$ cat config.mk
export PLATFORM = sky130hd
export DESIGN_NAME = fifo_mode_s_ext
export DESIGN_NICKNAME = d
export VERILOG_FILES = /design/src/rtl/base_pkg.sv /design/src/rtl/fifo_ptr_wrap.sv /design/src/rtl/reg_rst_y_mode_a_en_y.sv /design/src/rtl/fifo_mode_s_ext.sv
export SDC_FILE = /design/constraint.sdc
export NUM_CORES = 1
export LEC_CHECK = 0
export BUFFER_PORTS_ARGS = -buffer_cell sky130_fd_sc_hd__buf_2
export CORE_ASPECT_RATIO = 0.75
export CORE_MARGIN = 8
export CORE_UTILIZATION = 40
export CTS_CLUSTER_SIZE = 30
export DETAILED_ROUTE_END_ITERATION = 7
export GPL_ROUTABILITY_DRIVEN = 0
export GPL_TIMING_DRIVEN = 0
export PLACE_DENSITY = 0.61
export SLEW_MARGIN = 10
export SYNTH_ARGS = -nofsm -noshare
export SYNTH_HDL_FRONTEND = slang
export SYNTH_HIERARCHICAL = 1
export SYNTH_SLANG_ARGS = --single-unit
$ cat constraint.sdc
create_clock -name i_clk -period 3.97 [get_ports i_clk]
set_input_delay 0.1985 -clock i_clk [delete_from_list [all_inputs] [get_ports i_clk]]
set_output_delay 0.1985 -clock i_clk [all_outputs]
set_load 0.02 [all_outputs]
$ cat src/rtl/base_pkg.sv
// Shared types and elaboration helpers for the base FIFO library.
package base_pkg;

  typedef enum logic [0:0] {
    FIFO_MODE_STD,
    FIFO_MODE_FWFT
  } fifo_mode_e;

  // Bits needed to hold the values 0..n inclusive.
  function automatic int unsigned clog2p1(input int unsigned n);
    return $clog2(n + 1);
  endfunction

endpackage

$ cat src/rtl/fifo_ptr_wrap.sv
// Enable-driven modulo-DEPTH counter used as a FIFO read or write pointer.
module fifo_ptr_wrap #(
  parameter int unsigned DEPTH = 8,
  parameter int unsigned WIDTH = $clog2(DEPTH)
) (
  input  logic             i_clk,
  input  logic             i_rst_n,
  input  logic             i_clr,
  input  logic             i_en,
  output logic [WIDTH-1:0] o_ptr
);

  logic [WIDTH-1:0] ptr_q, ptr_d;

  // Wraps explicitly at DEPTH-1 so non-power-of-two depths work.
  always_comb begin
    ptr_d = ptr_q;
    if (i_clr) begin
      ptr_d = '0;
    end else if (i_en) begin
      ptr_d = (ptr_q == WIDTH'(DEPTH - 1)) ? '0 : ptr_q + WIDTH'(1);
    end
  end

  always_ff @(posedge i_clk or negedge i_rst_n) begin
    if (!i_rst_n) begin
      ptr_q <= '0;
    end else begin
      ptr_q <= ptr_d;
    end
  end

  assign o_ptr = ptr_q;

endmodule

$ cat src/rtl/reg_rst_y_mode_a_en_y.sv
// Enabled register with asynchronous active-low reset to a fixed value.
module reg_rst_y_mode_a_en_y #(
  parameter int unsigned           WIDTH   = 8,
  parameter logic [WIDTH-1:0]      RST_VAL = '0
) (
  input  logic             i_clk,
  input  logic             i_rst_n,
  input  logic             i_en,
  input  logic [WIDTH-1:0] i_d,
  output logic [WIDTH-1:0] o_q
);

  always_ff @(posedge i_clk or negedge i_rst_n) begin
    if (!i_rst_n) begin
      o_q <= RST_VAL;
    end else if (i_en) begin
      o_q <= i_d;
    end
  end

endmodule

$ cat src/rtl/fifo_mode_s_ext.sv
// Single-clock FIFO with arbitrary depth, standard or FWFT read, programmable
// almost-full/almost-empty, occupancy count, sticky error flags and flush.
module fifo_mode_s_ext
  import base_pkg::*;
#(
  parameter int unsigned DATA_WIDTH   = 32,
  parameter int unsigned FIFO_DEPTH   = 8,
  parameter int unsigned FWFT_MODE    = 0,
  parameter int unsigned AFULL_THRES  = FIFO_DEPTH - 1,
  parameter int unsigned AEMPTY_THRES = 1,
  parameter int unsigned PTRS_WIDTH   = $clog2(FIFO_DEPTH),
  parameter int unsigned CNT_WIDTH    = clog2p1(FIFO_DEPTH)
) (
  input  logic                  i_clk,
  input  logic                  i_rst_n,
  input  logic                  i_clr,
  input  logic                  i_wr_en,
  input  logic [DATA_WIDTH-1:0] i_wr_data,
  output logic                  o_wr_full,
  output logic                  o_wr_afull,
  output logic                  o_ovf,
  input  logic                  i_rd_en,
  output logic [DATA_WIDTH-1:0] o_rd_data,
  output logic                  o_rd_valid,
  output logic                  o_rd_empty,
  output logic                  o_rd_aempty,
  output logic                  o_udf,
  output logic [CNT_WIDTH-1:0]  o_cnt
);

  localparam fifo_mode_e Mode = (FWFT_MODE != 0) ? FIFO_MODE_FWFT : FIFO_MODE_STD;

  if (FIFO_DEPTH < 2) begin : g_bad_depth
    $error("fifo_mode_s_ext: FIFO_DEPTH must be at least 2");
  end
  if (AFULL_THRES > FIFO_DEPTH) begin : g_bad_afull
    $error("fifo_mode_s_ext: AFULL_THRES must not exceed FIFO_DEPTH");
  end
  if (AEMPTY_THRES >= FIFO_DEPTH) begin : g_bad_aempty
    $error("fifo_mode_s_ext: AEMPTY_THRES must be below FIFO_DEPTH");
  end

  logic [CNT_WIDTH-1:0]  cnt_q, cnt_d;
  logic [PTRS_WIDTH-1:0] wr_ptr, rd_ptr;
  logic [DATA_WIDTH-1:0] mem [FIFO_DEPTH];
  logic [DATA_WIDTH-1:0] rd_head;
  logic                  full, empty;
  logic                  wr_acc, rd_acc;
  logic                  ovf_q, udf_q;

  // Status is decoded from the registered count only.
  assign full   = (cnt_q == CNT_WIDTH'(FIFO_DEPTH));
  assign empty  = (cnt_q == '0);
  assign wr_acc = i_wr_en & ~full & ~i_clr;
  assign rd_acc = i_rd_en & ~empty & ~i_clr;

  always_comb begin
    cnt_d = cnt_q;
    if (i_clr) begin
      cnt_d = '0;
    end else if (wr_acc && !rd_acc) begin
      cnt_d = cnt_q + CNT_WIDTH'(1);
    end else if (rd_acc && !wr_acc) begin
      cnt_d = cnt_q - CNT_WIDTH'(1);
    end
  end

  always_ff @(posedge i_clk or negedge i_rst_n) begin
    if (!i_rst_n) begin
      cnt_q <= '0;
      ovf_q <= 1'b0;
      udf_q <= 1'b0;
    end else begin
      cnt_q <= cnt_d;
      ovf_q <= i_clr ? 1'b0 : (ovf_q | (i_wr_en & full));
      udf_q <= i_clr ? 1'b0 : (udf_q | (i_rd_en & empty));
    end
  end

  fifo_ptr_wrap #(
    .DEPTH (FIFO_DEPTH),
    .WIDTH (PTRS_WIDTH)
  ) u_wr_ptr (
    .i_clk   (i_clk),
    .i_rst_n (i_rst_n),
    .i_clr   (i_clr),
    .i_en    (wr_acc),
    .o_ptr   (wr_ptr)
  );

  fifo_ptr_wrap #(
    .DEPTH (FIFO_DEPTH),
    .WIDTH (PTRS_WIDTH)
  ) u_rd_ptr (
    .i_clk   (i_clk),
    .i_rst_n (i_rst_n),
    .i_clr   (i_clr),
    .i_en    (rd_acc),
    .o_ptr   (rd_ptr)
  );

  // Flush leaves the storage untouched; only reset zeroes it.
  always_ff @(posedge i_clk or negedge i_rst_n) begin
    if (!i_rst_n) begin
      for (int i = 0; i < int'(FIFO_DEPTH); i++) begin
        mem[i] <= '0;
      end
    end else if (wr_acc) begin
      mem[wr_ptr] <= i_wr_data;
    end
  end

  assign rd_head = mem[rd_ptr];

  if (Mode == FIFO_MODE_FWFT) begin : g_fwft
    assign o_rd_data  = rd_head;
    assign o_rd_valid = ~empty;
  end else begin : g_std
    logic valid_q;

    reg_rst_y_mode_a_en_y #(
      .WIDTH   (DATA_WIDTH),
      .RST_VAL ('0)
    ) u_rd_data (
      .i_clk   (i_clk),
      .i_rst_n (i_rst_n),
      .i_en    (rd_acc),
      .i_d     (rd_head),
      .o_q     (o_rd_data)
    );

    always_ff @(posedge i_clk or negedge i_rst_n) begin
      if (!i_rst_n) begin
        valid_q <= 1'b0;
      end else begin
        valid_q <= rd_acc;
      end
    end

    assign o_rd_valid = valid_q;
  end

  assign o_wr_full   = full;
  assign o_wr_afull  = (cnt_q >= CNT_WIDTH'(AFULL_THRES));
  assign o_rd_empty  = empty;
  assign o_rd_aempty = (cnt_q <= CNT_WIDTH'(AEMPTY_THRES));
  assign o_ovf       = ovf_q;
  assign o_udf       = udf_q;
  assign o_cnt       = cnt_q;

endmodule

Word-level counts from Yosys, hierarchy flattened
Cells that the tools add are included.
{"block": "word_totals", "register_bits": 301, "inputBits": 37, "output_inout_bits": 43, "wordCells": 66}
{"block": "classes", "n_addsub": 4, "magnitude_cmp": 5, "n_eq_ne": 3, "mux": 17, "n_bitwise": 13, "reduce_logical": 9}
{"cell": "256-bit bitwise mux", "n": 1}
{"cell": "32-bit binary-select mux with 3-bit select", "n": 1}
{"cell": "32-bit demux with 3-bit select", "n": 1}
{"cell": "32-bit two-way mux", "n": 3}
{"cell": "3-bit two-way mux", "n": 6}
{"cell": "4-bit two-way mux", "n": 3}
{"cell": "4-bit >= comparator (second input constant)", "n": 2}
{"cell": "3-bit NOT with 4-bit output", "n": 2}
{"cell": "3-bit by 1-bit adder with 3-bit output (second input constant)", "n": 2}
{"cell": "1-bit bitwise AND", "n": 6}
{"cell": "3-bit equality test (second input constant)", "n": 2}
{"cell": "4-bit by 1-bit adder with 4-bit output (second input constant)", "n": 1}
{"cell": "4-bit equality test (second input constant)", "n": 1}
{"cell": "4-bit by 3-bit >= comparator with 1-bit output (second input constant)", "n": 1}
{"cell": "4-bit by 1-bit <= comparator with 1-bit output (second input constant)", "n": 1}
{"cell": "4-bit logical NOT", "n": 1}
{"cell": "4-bit by 1-bit less-than comparator with 1-bit output (second input constant)", "n": 1}
{"cell": "2-bit nonzero test", "n": 2}
{"cell": "4-bit by 1-bit subtractor with 4-bit output (second input constant)", "n": 1}
{"cell": "1-bit logical AND", "n": 3}
{"cell": "1-bit NOT", "n": 3}
{"cell": "3-bit nonzero test", "n": 1}
{"cell": "1-bit logical NOT", "n": 2}
{"cell": "1-bit two-way mux", "n": 2}
{"cell": "1-bit OR", "n": 2}

Depth between registers and ports, before layout
{"block": "logic_depth", "word_depth": 9, "ltp_mapped": 9, "ltp_nobuf": 8}

Cells and area by module
The synthesis kept the hierarchy.
{"module": "fifo_mode_s_ext", "n_inst": 1, "cells_per_inst": 717, "area_each_um2": 11987.7, "seq_area_each_um2": 6581.3}
{"module": "reg_rst_y_mode_a_en_y", "n_inst": 1, "cells_per_inst": 68, "area_each_um2": 1345.0, "seq_area_each_um2": 800.8}
{"module": "fifo_ptr_wrap", "n_inst": 2, "cells_per_inst": 12, "area_each_um2": 151.4, "seq_area_each_um2": 75.1}

Least setup slack after synthesis
Ideal clock, no wire load.
{"block": "synth_path", "path_kind": "reg-to-reg", "from": "register cnt_q[0], in the netlist o_cnt[0]", "to": "register mem[100] (netlist bit)", "setup_ps": 125, "arrival_ps": 2389, "required_ps": 3845, "setup_slack_ps": 1456, "path_stages_with_launch": 9, "path_buffers": 2, "period_less_slack_ps": 2514, "path_cell_list": "dfrtp_1 > inv_1 > ha_1 > and3b_1 > or2_1 > buf_6 > nor4b_4 > buf_6 > mux2_2"}
{"block": "synth_via", "elab_chain_len": 4}
{"element": "from (decl)", "line": "fifo_mode_s_ext.sv:43", "text": "logic [CNT_WIDTH-1:0] cnt_q, cnt_d;"}
{"element": "from (signal assigned)", "line": "fifo_mode_s_ext.sv:74", "text": "cnt_q <= cnt_d;"}
{"element": "4-bit equality test", "line": "fifo_mode_s_ext.sv:52", "text": "assign full = (cnt_q == CNT_WIDTH'(FIFO_DEPTH));"}
{"element": "named net o_wr_full", "line": "fifo_mode_s_ext.sv:19", "text": "output logic o_wr_full,"}
{"element": "1-bit NOT", "line": "fifo_mode_s_ext.sv:54", "text": "assign wr_acc = i_wr_en & ~full & ~i_clr;"}
{"element": "1-bit bitwise AND (2 in a row)", "line": "fifo_mode_s_ext.sv:54"}
{"element": "to (signal, indexed assignment)", "line": "fifo_mode_s_ext.sv:109", "text": "mem[wr_ptr] <= i_wr_data;"}
{"element": "to (decl)", "line": "fifo_mode_s_ext.sv:45", "text": "logic [DATA_WIDTH-1:0] mem [FIFO_DEPTH];"}
The timed path passes the listed nets, and every way through them passes these cells.
A chain may end at the register's enable or synchronous reset.

Worst setup path in the final report
{"block": "layout_path", "from": "register u_rd_ptr.ptr_q[1], in the netlist u_rd_ptr/o_ptr[1]", "to": "register g_std.u_rd_data.o_q[6]"}
{"block": "layout_via", "elab_chain_len": 4}
{"element": "from (decl)", "line": "fifo_ptr_wrap.sv:13", "text": "logic [WIDTH-1:0] ptr_q, ptr_d;"}
{"element": "from (signal assigned)", "line": "fifo_ptr_wrap.sv:29", "text": "ptr_q <= ptr_d;"}
{"element": "3-bit NOT with 4-bit output (implied by the code)", "line": "fifo_mode_s_ext.sv:113", "text": "assign rd_head = mem[rd_ptr];"}
{"element": "32-bit binary-select mux with 3-bit select", "line": "fifo_mode_s_ext.sv:113"}
{"element": "32-bit two-way mux (implied by the code) (2 in a row)", "line": "fifo_mode_s_ext.sv:113"}
{"element": "named net rd_head[6]", "line": "fifo_mode_s_ext.sv:46", "text": "logic [DATA_WIDTH-1:0] rd_head;"}
{"element": "to (signal assigned)", "line": "reg_rst_y_mode_a_en_y.sv:17", "text": "o_q <= i_d;"}
{"element": "to (decl)", "line": "reg_rst_y_mode_a_en_y.sv:10", "text": "output logic [WIDTH-1:0] o_q"}
The timed path passes the listed nets, and every way through them passes these cells. The select of a mux whose other input is x is not followed.

==> qor.yml <==
slew-limit-headroom_pct: 35.3
cts_buffer_depth: 3
floorplan_die_area_mm2: 0.0403
synth_top_cells_by_count: "dfrtp_1, mux2_2, mux4_2"
drt_iter0_drc: 435
antenna_found_initial: 1
crit_start: "u_rd_ptr/o_ptr[1]"
insertion_delay_ns: 0.56
routed_via_density: 5.17
wl_per_cell_um: 21.0
io_pins: 80
clock_sinks: 301
die_h_um: 176
grt_max_degree: 107
timing.max_cap.violations: 0
power.static_leakage_nw: 7.53
drt_wl_total_um: 30100
first_pass_grt_wire_length_um: 48700
worst_hold_slack_ns: 0.178
core_mm2: 0.0335
instances_no_fill: 1434
synth_sequential_area_ratio_pct: 55.2
ys.warnings.count: 6
synth_largest_type_area_fraction_pct: 55.2
post_dp_cell_area_mm2: 0.0147
tritoncts_clock_tree: "yes"
post_synth_num_cell_types: 39
report.final.slew_viol_count: 0
worst_slew_pin_slew_ns: 0.971
antenna_violating_nets_post_route: 0
synth_fp_nets: 854
floorplan.initialDensity_pct: 40.7
grt_pass1_vias: 8046
synthArstFlopShare_pct: 100
clock-root-buffer: "clkbuf_16"
synth_area_leaders: "dfrtp_1, mux2_2, mux4_2, mux2_4, mux2_1"
num_vias: 7415
cp_max_fo: 10
synth_ff_type: "dfrtp_1"
grt.total_usage_pct: 15.2
areaGrowthSynthToFinish_pct: 18.1
synthCells: 809
globalRoute.totalOverflow: 0
finalWorstPathRequiredPeriod_ns: 2.74
timing.critical_path.to_type: "register"
rsz0062_at_grt: "false"
post_cts_buffers: 0
ys_seq_elements: 301
timing.critical_path.arrival_ns: 3.18
final_cell_area_mm2: 0.0161
max_freq_mhz: 365
power-per-cell-area_mw_per_mm2: 601
vdd_ir_drop_max_mv: 0.376
post_placement_cell_count: 1341
setup.worst_path.class: "reg2reg"
die_width_um: 229
drive_above_1_share_pct: 54.7
portBuffers: 79
mappedNetlistArea_mm2: 0.0136
worst_r2r_startpoint: "u_rd_ptr/o_ptr[1]"
timing.setup.tns_ns: 0
postSynthAreaPerCell_um2: 16.9
finalSetupViolCount: 0
placement_rows: 58
numCtsBuffers: 31
critical_path_required_ns: 4.41
cp-start-kind: "register"
drt-pass1-iter-count: 4
layout.nets: 1005
count_of_flip_flops_with_a_built_in_enable_after_synthesis: 0
clk_pin_slew_worst_paths_ns: 0.06
place.detailed.hpwl_um: 19300
cell_with_the_most_instances_after_synthesis: "dfrtp_1"
hold_path_class: "in2async"
timing.clock.skew_ns: 0.0116
route.detailed.drc: 0
outcome: "finished, final reports clean"
yosysTopAreaCell: "dfrtp_1"
period_share_pct: 69.0
finalHoldViolCount: 0
htree_levels: 1
worst max-delay path, cell delays in order (launching register included):
cell	delay, ns
dfrtp_1	0.36
clkbuf_1	0.53
clkbuf_1	0.73
mux4_2	0.45
mux2_2	0.29
mux2_4	0.25
stage by stage:
stage               power, mW  util [%]  setup WS (ns)
floorplan                5.95         -           1.46
global placement         6.69      43.5          -3.23
detailed placement       6.75      43.8           1.19
CTS                      9.83      48.0           1.18
global route             10.2      48.0           1.05
finish                   9.68      48.0           1.23
area by class of cell:
cell class                      count  area, um^2
Fill cell                        2930       17400
Sequential cell                   301        7530
Multi-Input combinational cell    454        5750
Clock buffer                       45         918
Timing Repair Buffer              118         848
Tap cell                          450         563
Buffer                             51         339
Clock inverter                     11         134
Inverter                            3        13.8
Antenna cell                        1        2.50
per-layer routing:
layer,share of wire [%],GRT usage [%],vias up
met5,0,0,-
met4,1.7,2.97,0
met3,4.2,2.92,40
met2,45,23.2,113
met1,49,22.5,3924
li1,-,-,3338
cells by family after synthesis:
family | count (synthesis) | synth area share [%]
AOI/OAI and AO/OA | 13 | 0.615
xor gates and xnor gates | 1 | 0.0642
adders and majority gates | 8 | 0.734
buffers and inverters | 54 | 2.59
DFF | 301 | 55.2
muxes | 392 | 38.4
and+or+nand+nor | 40 | 2.33
worst paths after layout:
kind | cells past startpoint | to | slack [ns]
min reg2reg | 1 | mem[37] | 0.48
max | 5 | g_std.u_rd_data/o_q[6] | 1.23
min | 2 | g_std.u_rd_data/o_q[5] | 0.18
max in group asynchronous | 4 | mem[21] | 2.53
min in group i_clk | 3 | u_wr_ptr/o_ptr[0] | 0.44
max reg2reg | 5 | g_std.u_rd_data/o_q[6] | 1.23
power breakdown:
group	switching, mW	total, mW	internal (mW)
combinational	1.19	2.62	1.43
clock	1.20	2.99	1.79
sequential	0.351	4.07	3.72
cell usage in the layout (no fill, tap or decap), types with 2 or more instances in the layout:
cell type and instances:
nand2b_1 4, dfrtp_1 301, a21oi_2 2, dlygate4sd3_1 36, buf_6 8, bufinv_16 3
mux2_2 264, ha_1 8, a21oi_1 4, mux2_1 28, o21ai_0 3, or3b_1 2
clkinv_2 7, buf_2 100, buf_1 4, clkbuf_1 16, nand2_1 3, buf_16 3
buf_12 3, buf_4 3, nor4b_4 2, clkbuf_16 31, a211oi_1 2, mux4_2 64
mux2_4 30, inv_1 2, clkbuf_8 9, nand4b_4 2, nor2_1 15, mux2i_1 6
nor3_1 2
state kept, by name, summed over array words and instances (netlist names):
| register | flops |
|---|---|
| g_std.u_rd_data/o_q | 32 |
| mem | 256 |
| o_cnt | 4 |
| o_ovf | 1 |
| o_rd_valid | 1 |
| o_udf | 1 |
| u_rd_ptr/o_ptr | 3 |
| u_wr_ptr/o_ptr | 3 |
what timing repair did:
| item | in CTS | in global routing |
|---|---|---|
| hold buffers | 36 | 0 |
| endpoints found under the hold margin | 319 | 0 |
| endpoints found under the setup margin | 0 | 0 |
| resized for setup | 0 | 0 |
Note: power is estimated with default switching activity, not from simulation.
